[src/rtl/divider_4bit_seq.sv]
// Sequential unsigned restoring divider: one quotient bit per clock, start/done handshake.
// Optional DIV_EARLY_EXIT_EN: when dividend < divisor, go straight to DONE and skip CALC.
module divider_4bit_seq #(
    parameter int WIDTH = 4
) (
    input  logic             clk,
    input  logic             rst_n,
    input  logic             start,
    input  logic [WIDTH-1:0] dividend,
    input  logic [WIDTH-1:0] divisor,
    output logic             busy,
    output logic             done,
    output logic [WIDTH-1:0] quotient,
    output logic [WIDTH-1:0] remainder,
    output logic             div_by_zero
);
    localparam int CW = $clog2(WIDTH);

    typedef enum logic [1:0] {IDLE, CALC, DONE} state_t;

    state_t           state, state_nxt;
    logic [CW-1:0]    cnt;
    logic [WIDTH-1:0] pr, wd, dvs;
    logic [WIDTH-1:0] pr_nxt, wd_nxt;
    logic [WIDTH:0]   sh_pr, trial;
    logic             accept, zero_div, early, last;

    assign accept   = start && (state == IDLE || state == DONE);
    assign zero_div = (divisor == '0);
    assign last     = (cnt == CW'(WIDTH - 1));
`ifdef DIV_EARLY_EXIT_EN
    assign early    = !zero_div && (dividend < divisor);
`else
    assign early    = 1'b0;
`endif

    // The partial remainder is always below the divisor, so the shifted value
    // is below 2*divisor and WIDTH+1 bits are enough for the trial subtraction.
    assign sh_pr  = {pr, wd[WIDTH-1]};
    assign trial  = sh_pr - {1'b0, dvs};
    assign pr_nxt = trial[WIDTH] ? sh_pr[WIDTH-1:0] : trial[WIDTH-1:0];
    assign wd_nxt = {wd[WIDTH-2:0], ~trial[WIDTH]};

    always_ff @(posedge clk or negedge rst_n) begin
        if (!rst_n) state <= IDLE;
        else        state <= state_nxt;
    end

    always_comb begin
        state_nxt = state;
        case (state)
            IDLE:    if (start) state_nxt = (zero_div || early) ? DONE : CALC;
            CALC:    if (last)  state_nxt = DONE;
            DONE:    if (start) state_nxt = (zero_div || early) ? DONE : CALC;
                     else       state_nxt = IDLE;
            default: state_nxt = IDLE;
        endcase
    end

    always_comb begin
        busy = (state == CALC);
        done = (state == DONE);
    end

    always_ff @(posedge clk or negedge rst_n) begin
        if (!rst_n) begin
            cnt         <= '0;
            pr          <= '0;
            wd          <= '0;
            dvs         <= '0;
            quotient    <= '0;
            remainder   <= '0;
            div_by_zero <= 1'b0;
        end else if (accept) begin
            if (zero_div) begin
                quotient    <= '1;
                remainder   <= dividend;
                div_by_zero <= 1'b1;
            end else if (early) begin
                quotient    <= '0;
                remainder   <= dividend;
                div_by_zero <= 1'b0;
            end else begin
                wd  <= dividend;
                dvs <= divisor;
                pr  <= '0;
                cnt <= '0;
            end
        end else if (state == CALC) begin
            pr  <= pr_nxt;
            wd  <= wd_nxt;
            cnt <= cnt + 1'b1;
            if (last) begin
                quotient    <= wd_nxt;
                remainder   <= pr_nxt;
                div_by_zero <= 1'b0;
            end
        end
    end
endmodule

[config.mk]
export PLATFORM = sky130hd
export DESIGN_NAME = divider_4bit_seq
export DESIGN_NICKNAME = d
export VERILOG_FILES = /design/src/rtl/divider_4bit_seq.sv
export SDC_FILE = /design/constraint.sdc
export NUM_CORES = 1
export LEC_CHECK = 0
export CORE_MARGIN = 2
export CORE_UTILIZATION = 40
export CTS_BUF_LIST = sky130_fd_sc_hd__clkbuf_16
export CTS_CLUSTER_SIZE = 25
export DETAILED_ROUTE_END_ITERATION = 8
export GPL_TIMING_DRIVEN = 0
export PLACE_DENSITY = 0.61
export REMOVE_ABC_BUFFERS = 1
export SETUP_SLACK_MARGIN = 0.05
export SLEW_MARGIN = 5
export SYNTH_ARGS = -nofsm -noshare
export SYNTH_HDL_FRONTEND = slang
export SYNTH_SLANG_ARGS = --single-unit
[constraint.sdc]
create_clock -name clk -period 4.4 [get_ports clk]
set_input_delay 0.88 -clock clk [delete_from_list [all_inputs] [get_ports clk]]
set_output_delay 0.88 -clock clk [all_outputs]
set_load 0.05 [all_outputs]
---- Word level (Yosys, flattened, before mapping) ----
Index checks and enable logic that the tools add are counted.
word-level totals
  output and inout bits ................... 11
  memory bits (writable) .................. 0
  memories kept ........................... 0
  bits in read-only memories .............. 0
  register bits ........................... 25
  bits in latches ......................... 0
  logic and storage cells ................. 56
  bits of input ports ..................... 11
operators by class
  mux-type cells .......................... 27
  $mul .................................... 0
  bitwise logic cells ..................... 2
  reduce and logical (&&, ||, !) cells .... 10
  shifts and indexed selects .............. 0
  equality and inequality tests ........... 7
  order comparisons ....................... 0
  $add $sub $neg .......................... 2
  div/mod/pow operators ................... 0
operator list
  cell                                                 number
  2-to-1 mux 4 bit                                     15
  2-to-1 mux 2 bit                                     7
  case mux 2 bit (3 select lines)                      1
  AND reduction 2 bit                                  3
  subtractor 5 x 4 -> 5 bit                            1
  equality test 2 bit, second input constant           2
  logical NOT 4 bit                                    1
  2-to-1 mux 1 bit                                     4
  != test 2 x 1 -> 1 bit, second input constant        2
  != test 2 bit, second input constant                 2
  nonzero test 2 bit                                   2
  AND reduction 3 bit                                  1
  adder 2 x 1 -> 2 bit, second input constant          1
  equality test 2 x 1 -> 1 bit, second input constant  1
  logical NOT 2 bit                                    1
  inverter 1 bit                                       2
  logical AND 1 bit                                    1
  logical OR 1 bit                                     1

---- Longest topological paths before layout ----
  depth after elaboration ................. 5
  depth in mapped cells ................... 9
  mapped depth without buffers ............ 9

---- Least setup slack after synthesis ----
OpenSTA, ideal clock, no wires.
  path kind ............................... flip-flop to flip-flop
  from .................................... register wd[3]
  to ...................................... register remainder[3]
  cell stages (with the launch flop) ...... 10
  arrival time ............................ 1,975 ps
  data required time ...................... 4,276 ps
  library setup time ...................... 124 ps
  path buffers ............................ 0
  slack ................................... 2,301 ps
  path through ............................ dfrtp_1 -> inv_1 -> ha_1 -> inv_1 -> fa_1 -> and3_4 -> or3_4 -> and2_4 -> a211oi_2 -> o21ai_1
between the ends
  cells in the longest elaborated chain, start to end .. 5
RTL lines
  item                       line  text
  from (decl)                23    logic [WIDTH-1:0] pr, wd, dvs;
  from (signal assigned)     84    wd <= dividend;
  from (signal assigned)     91    wd <= wd_nxt;
  subtractor 5 x 4 -> 5 bit  40    assign trial = sh_pr - {1'b0, dvs};
  2-to-1 mux 4 bit           41    assign pr_nxt = trial[WIDTH] ? sh_pr[WIDTH-1:0] : trial[WIDTH-1:0];
  2-to-1 mux 4 bit           93    if (last) begin
  2-to-1 mux 4 bit           89    end else if (state == CALC) begin
  2-to-1 mux 4 bit           74    end else if (accept) begin
  to (signal assigned)       77    remainder <= dividend;
  to (signal assigned)       81    remainder <= dividend;
  to (signal assigned)       95    remainder <= pr_nxt;
  to (decl)                  14    output logic [WIDTH-1:0] remainder,
Every way passes these cells. The select of a mux whose other input is x is not followed.
A chain may end at the register's enable or synchronous reset.

---- Final worst setup path ----
  from .................................... register state[1]
  to ...................................... output busy
between the ends
  cells in the longest elaborated chain, start to end .. 1
RTL lines
  item                          line  text
  from (decl)                   21    state_t state, state_nxt;
  from (signal assigned)        46    else state <= state_nxt;
  equality test 2 x 1 -> 1 bit  61    busy = (state == CALC);
  to (decl)                     11    output logic busy,
Every way passes these cells.

==> flow_summary.json <==
{
  "cts-root-buf": "clkbuf_16",
  "synth.avg_cell_area_um2": 9.653,
  "final_hold_viol_count": 0,
  "syn_to_final_growth_pct": 25.35,
  "cp-start-kind": "register",
  "grt_pass1_vias": 1043,
  "synthArstFlopShare_pct": 100.0,
  "globalplace.congestion": 0.8341,
  "synthDistinctLibCells": 40,
  "dieArea_um2": 3782,
  "dr.first_iter.drc_count": 44,
  "gr-total-overflow": 0,
  "slew_headroom_pct": 24.58,
  "numCtsBuffers": 3,
  "syn-cell-area_um2": 1323,
  "outcome": "finished clean",
  "max-clock-path-buffers": 2,
  "irDropWorstVdd_mv": 0.3584,
  "initial_core_util_pct": 42.62,
  "grt_max_degree": 26,
  "routed_wl_mm": 2.890,
  "leakage_nw": 0.7248,
  "wl_per_cell_um": 14.17,
  "critical_path.endpoint_type": "output pin",
  "finalCritPeriodShare_pct": 61.97,
  "vias": 1065,
  "finalSetupViolCount": 0,
  "cp_num_buf_inv": 2,
  "via_per_inst": 5.221,
  "cts_setup_buffers": 0,
  "ys.flop_type": "dfrtp_1",
  "grt_usage_pct": 17.60,
  "rsz0062_at_grt": "no",
  "ys_seq_area_share_pct": 47.30,
  "synth-edff-count": 0,
  "synth_area_leader_cell": "dfrtp_1",
  "synthCells": 137,
  "first_pass_iters": 4,
  "worst_pin_slew_ps": 1128,
  "worst_path_largest_cell_delay_ps": 830,
  "ios": 22,
  "synth.area.top_cells": "dfrtp_1 47%, nand2_1 6.5%, ha_1 4.7%",
  "synth_top_area_share_pct": 47.30,
  "drv_slew": 0,
  "critPathMaxFanout": 4,
  "die_w_um": 61.50,
  "cts_resized": 0,
  "drc": 0,
  "nFillCells": 293,
  "final.setup.tns_ps": 0,
  "skew_ps": 1.533,
  "antenna_cells": 0,
  "hold_class": "register to register",
  "drive_above_1_share_pct": 11.88,
  "max_cap_viol_count": 0,
  "dp.final_hpwl_mm": 2.114,
  "final_nets": 178,
  "critical_path.top_delay_family": "buffers and inverters",
  "die_h_um": 61.50,
  "p_per_area_nw_per_um2": 942.3,
  "grt_pass1_wl_mm": 4.767,
  "core-area_um2": 3103,
  "finalCriticalPeriod_ps": 2727,
  "criticalPathCategory": "register to output pin",
  "rrSetupSlack_ps": 2100,
  "clock_latency_ps": 260,
  "postCtsHoldBufs": 0,
  "total_power_w": 0.001562,
  "cts_tree": "yes",
  "clkTransAtPathRegs_ps": 60,
  "worstPathArrival_ps": 1850,
  "max_freq_ghz": 0.3668,
  "worstPathRequired_ps": 3520,
  "antenna_left": 0,
  "port_buffers": 21,
  "cp_slowest_cell": "clkdlybuf4s50_1",
  "ys_warn_count": 0,
  "synth_seq_cells": 25,
  "cts_sinks": 25,
  "antenna_found_initial": 0,
  "fp-row-count": 20,
  "path_cells": "nand2b_1 -> inv_1 -> clkdlybuf4s50_1",
  "htree_levels": 1
}
## worst register-to-register path, cell delays in order (launching register included)
cell and delay [ps]:
dfrtp_1 380, inv_1 110, ha_1 170, inv_1 60, fa_1 400, and3_4 190, or3_4 380, and2_4 200
o211ai_2 180, a31oi_1 120
## routing by layer
metal | track usage (%) | routed length, µm
met1 | 22.12 | 1345
met2 | 29.17 | 1393
met3 | 3.992 | 110
met4 | 7.295 | 41
met5 | 0 | 0
## cell usage in the layout, fill, tap and decap left out, types with 2 or more instances in the layout
| cell | synthesis | routed |
|---|---|---|
| dfrtp_1 | 25 | 25 |
| clkdlybuf4s50_1 | 0 | 21 |
| o21ai_0 | 8 | 8 |
| and3_1 | 2 | 2 |
| inv_1 | 7 | 8 |
| nand3_1 | 2 | 2 |
| clkbuf_16 | 0 | 3 |
| nand2_2 | 2 | 2 |
| a41oi_1 | 2 | 2 |
| ha_1 | 5 | 5 |
| a21o_1 | 2 | 2 |
| a31oi_1 | 5 | 5 |
| o21ai_1 | 3 | 3 |
| nand2_1 | 23 | 23 |
| nand2b_1 | 2 | 2 |
| nor2_1 | 14 | 14 |
| o211ai_1 | 2 | 2 |
| nor2b_1 | 2 | 2 |
| a21oi_1 | 8 | 8 |
## registers in the layout, indices dropped and copies added (netlist names)
signal	flops
state	2
dvs	4
cnt	2
quotient	4
div_by_zero	1
wd	4
pr	4
remainder	4
## power breakdown
group / switching [W] / leakage, nW / total [W] / internal (W)
combinational: 0.000568 / 0.386 / 0.000942 / 0.000374
clock: 0.0000825 / 0.0423 / 0.000204 / 0.000122
sequential: 0.0000721 / 0.297 / 0.000416 / 0.000344
total: 0.000723 / 0.725 / 0.00156 / 0.000839
## final timing paths
path | start | endpoint | cells after the start
min reg2reg | div_by_zero | div_by_zero | 2
min in group asynchronous | rst_n | cnt[0] | 1
max in group asynchronous | rst_n | remainder[0] | 1
max | state[1] | busy | 3
max reg2reg | wd[3] | remainder[2] | 9
min | div_by_zero | div_by_zero | 2
## cells in the mapped netlist, drive strengths merged (2+ instances only)
cell	number
inv	7
nand2	25
nor2	16
a41oi	2
a31oi	5
o21ai	12
and3	3
nor2b	2
a21oi	8
and2	2
nand2b	2
a21o	3
o211ai	3
ha	5
nand3	2
dfrtp	25
## cell type report
cell class                 instances  area, µm²  area share (%)
timing repair buffer              21      210.2           12.68
sequential                        25      625.6           37.74
inverter                           7      26.28           1.585
clock buffer                       3      75.07           4.528
multi-input combinational        103      661.9           39.92
tap                               44      55.05           3.321
clock inverter                     1      3.754          0.2264
## metrics by stage
step / hold slack (ps) / util, % / instance area, µm² / instances / setup WS [ps]
final: 481.1 / 53.43 / 1658 / 204 / 1673
after global routing: 509.8 / 53.43 / 1658 / 204 / 1560
after CTS: 481.9 / 53.43 / 1658 / 204 / 1669
after detailed placement: 465.5 / 50.89 / 1579 / 200 / 1429
after global placement: 461.5 / 50.89 / 1579 / 200 / 1404
after floorplan: 466.3 / - / 1314 / 135 / 2301
## cells by family (layout without fill, tap and decap cells)
logic type	after synthesis	in the layout	synth area share [%]
adders and majority gates	6	6	6.244
buffers and inverters	9	32	2.649
xor gates and xnor gates	2	2	1.325
DFF	25	25	47.30
AOI/OAI and AO/OA	39	39	20.25
and+or+nand+nor	55	55	21.38
muxes	1	1	0.8514
Power figures use the tool's default switching activity.
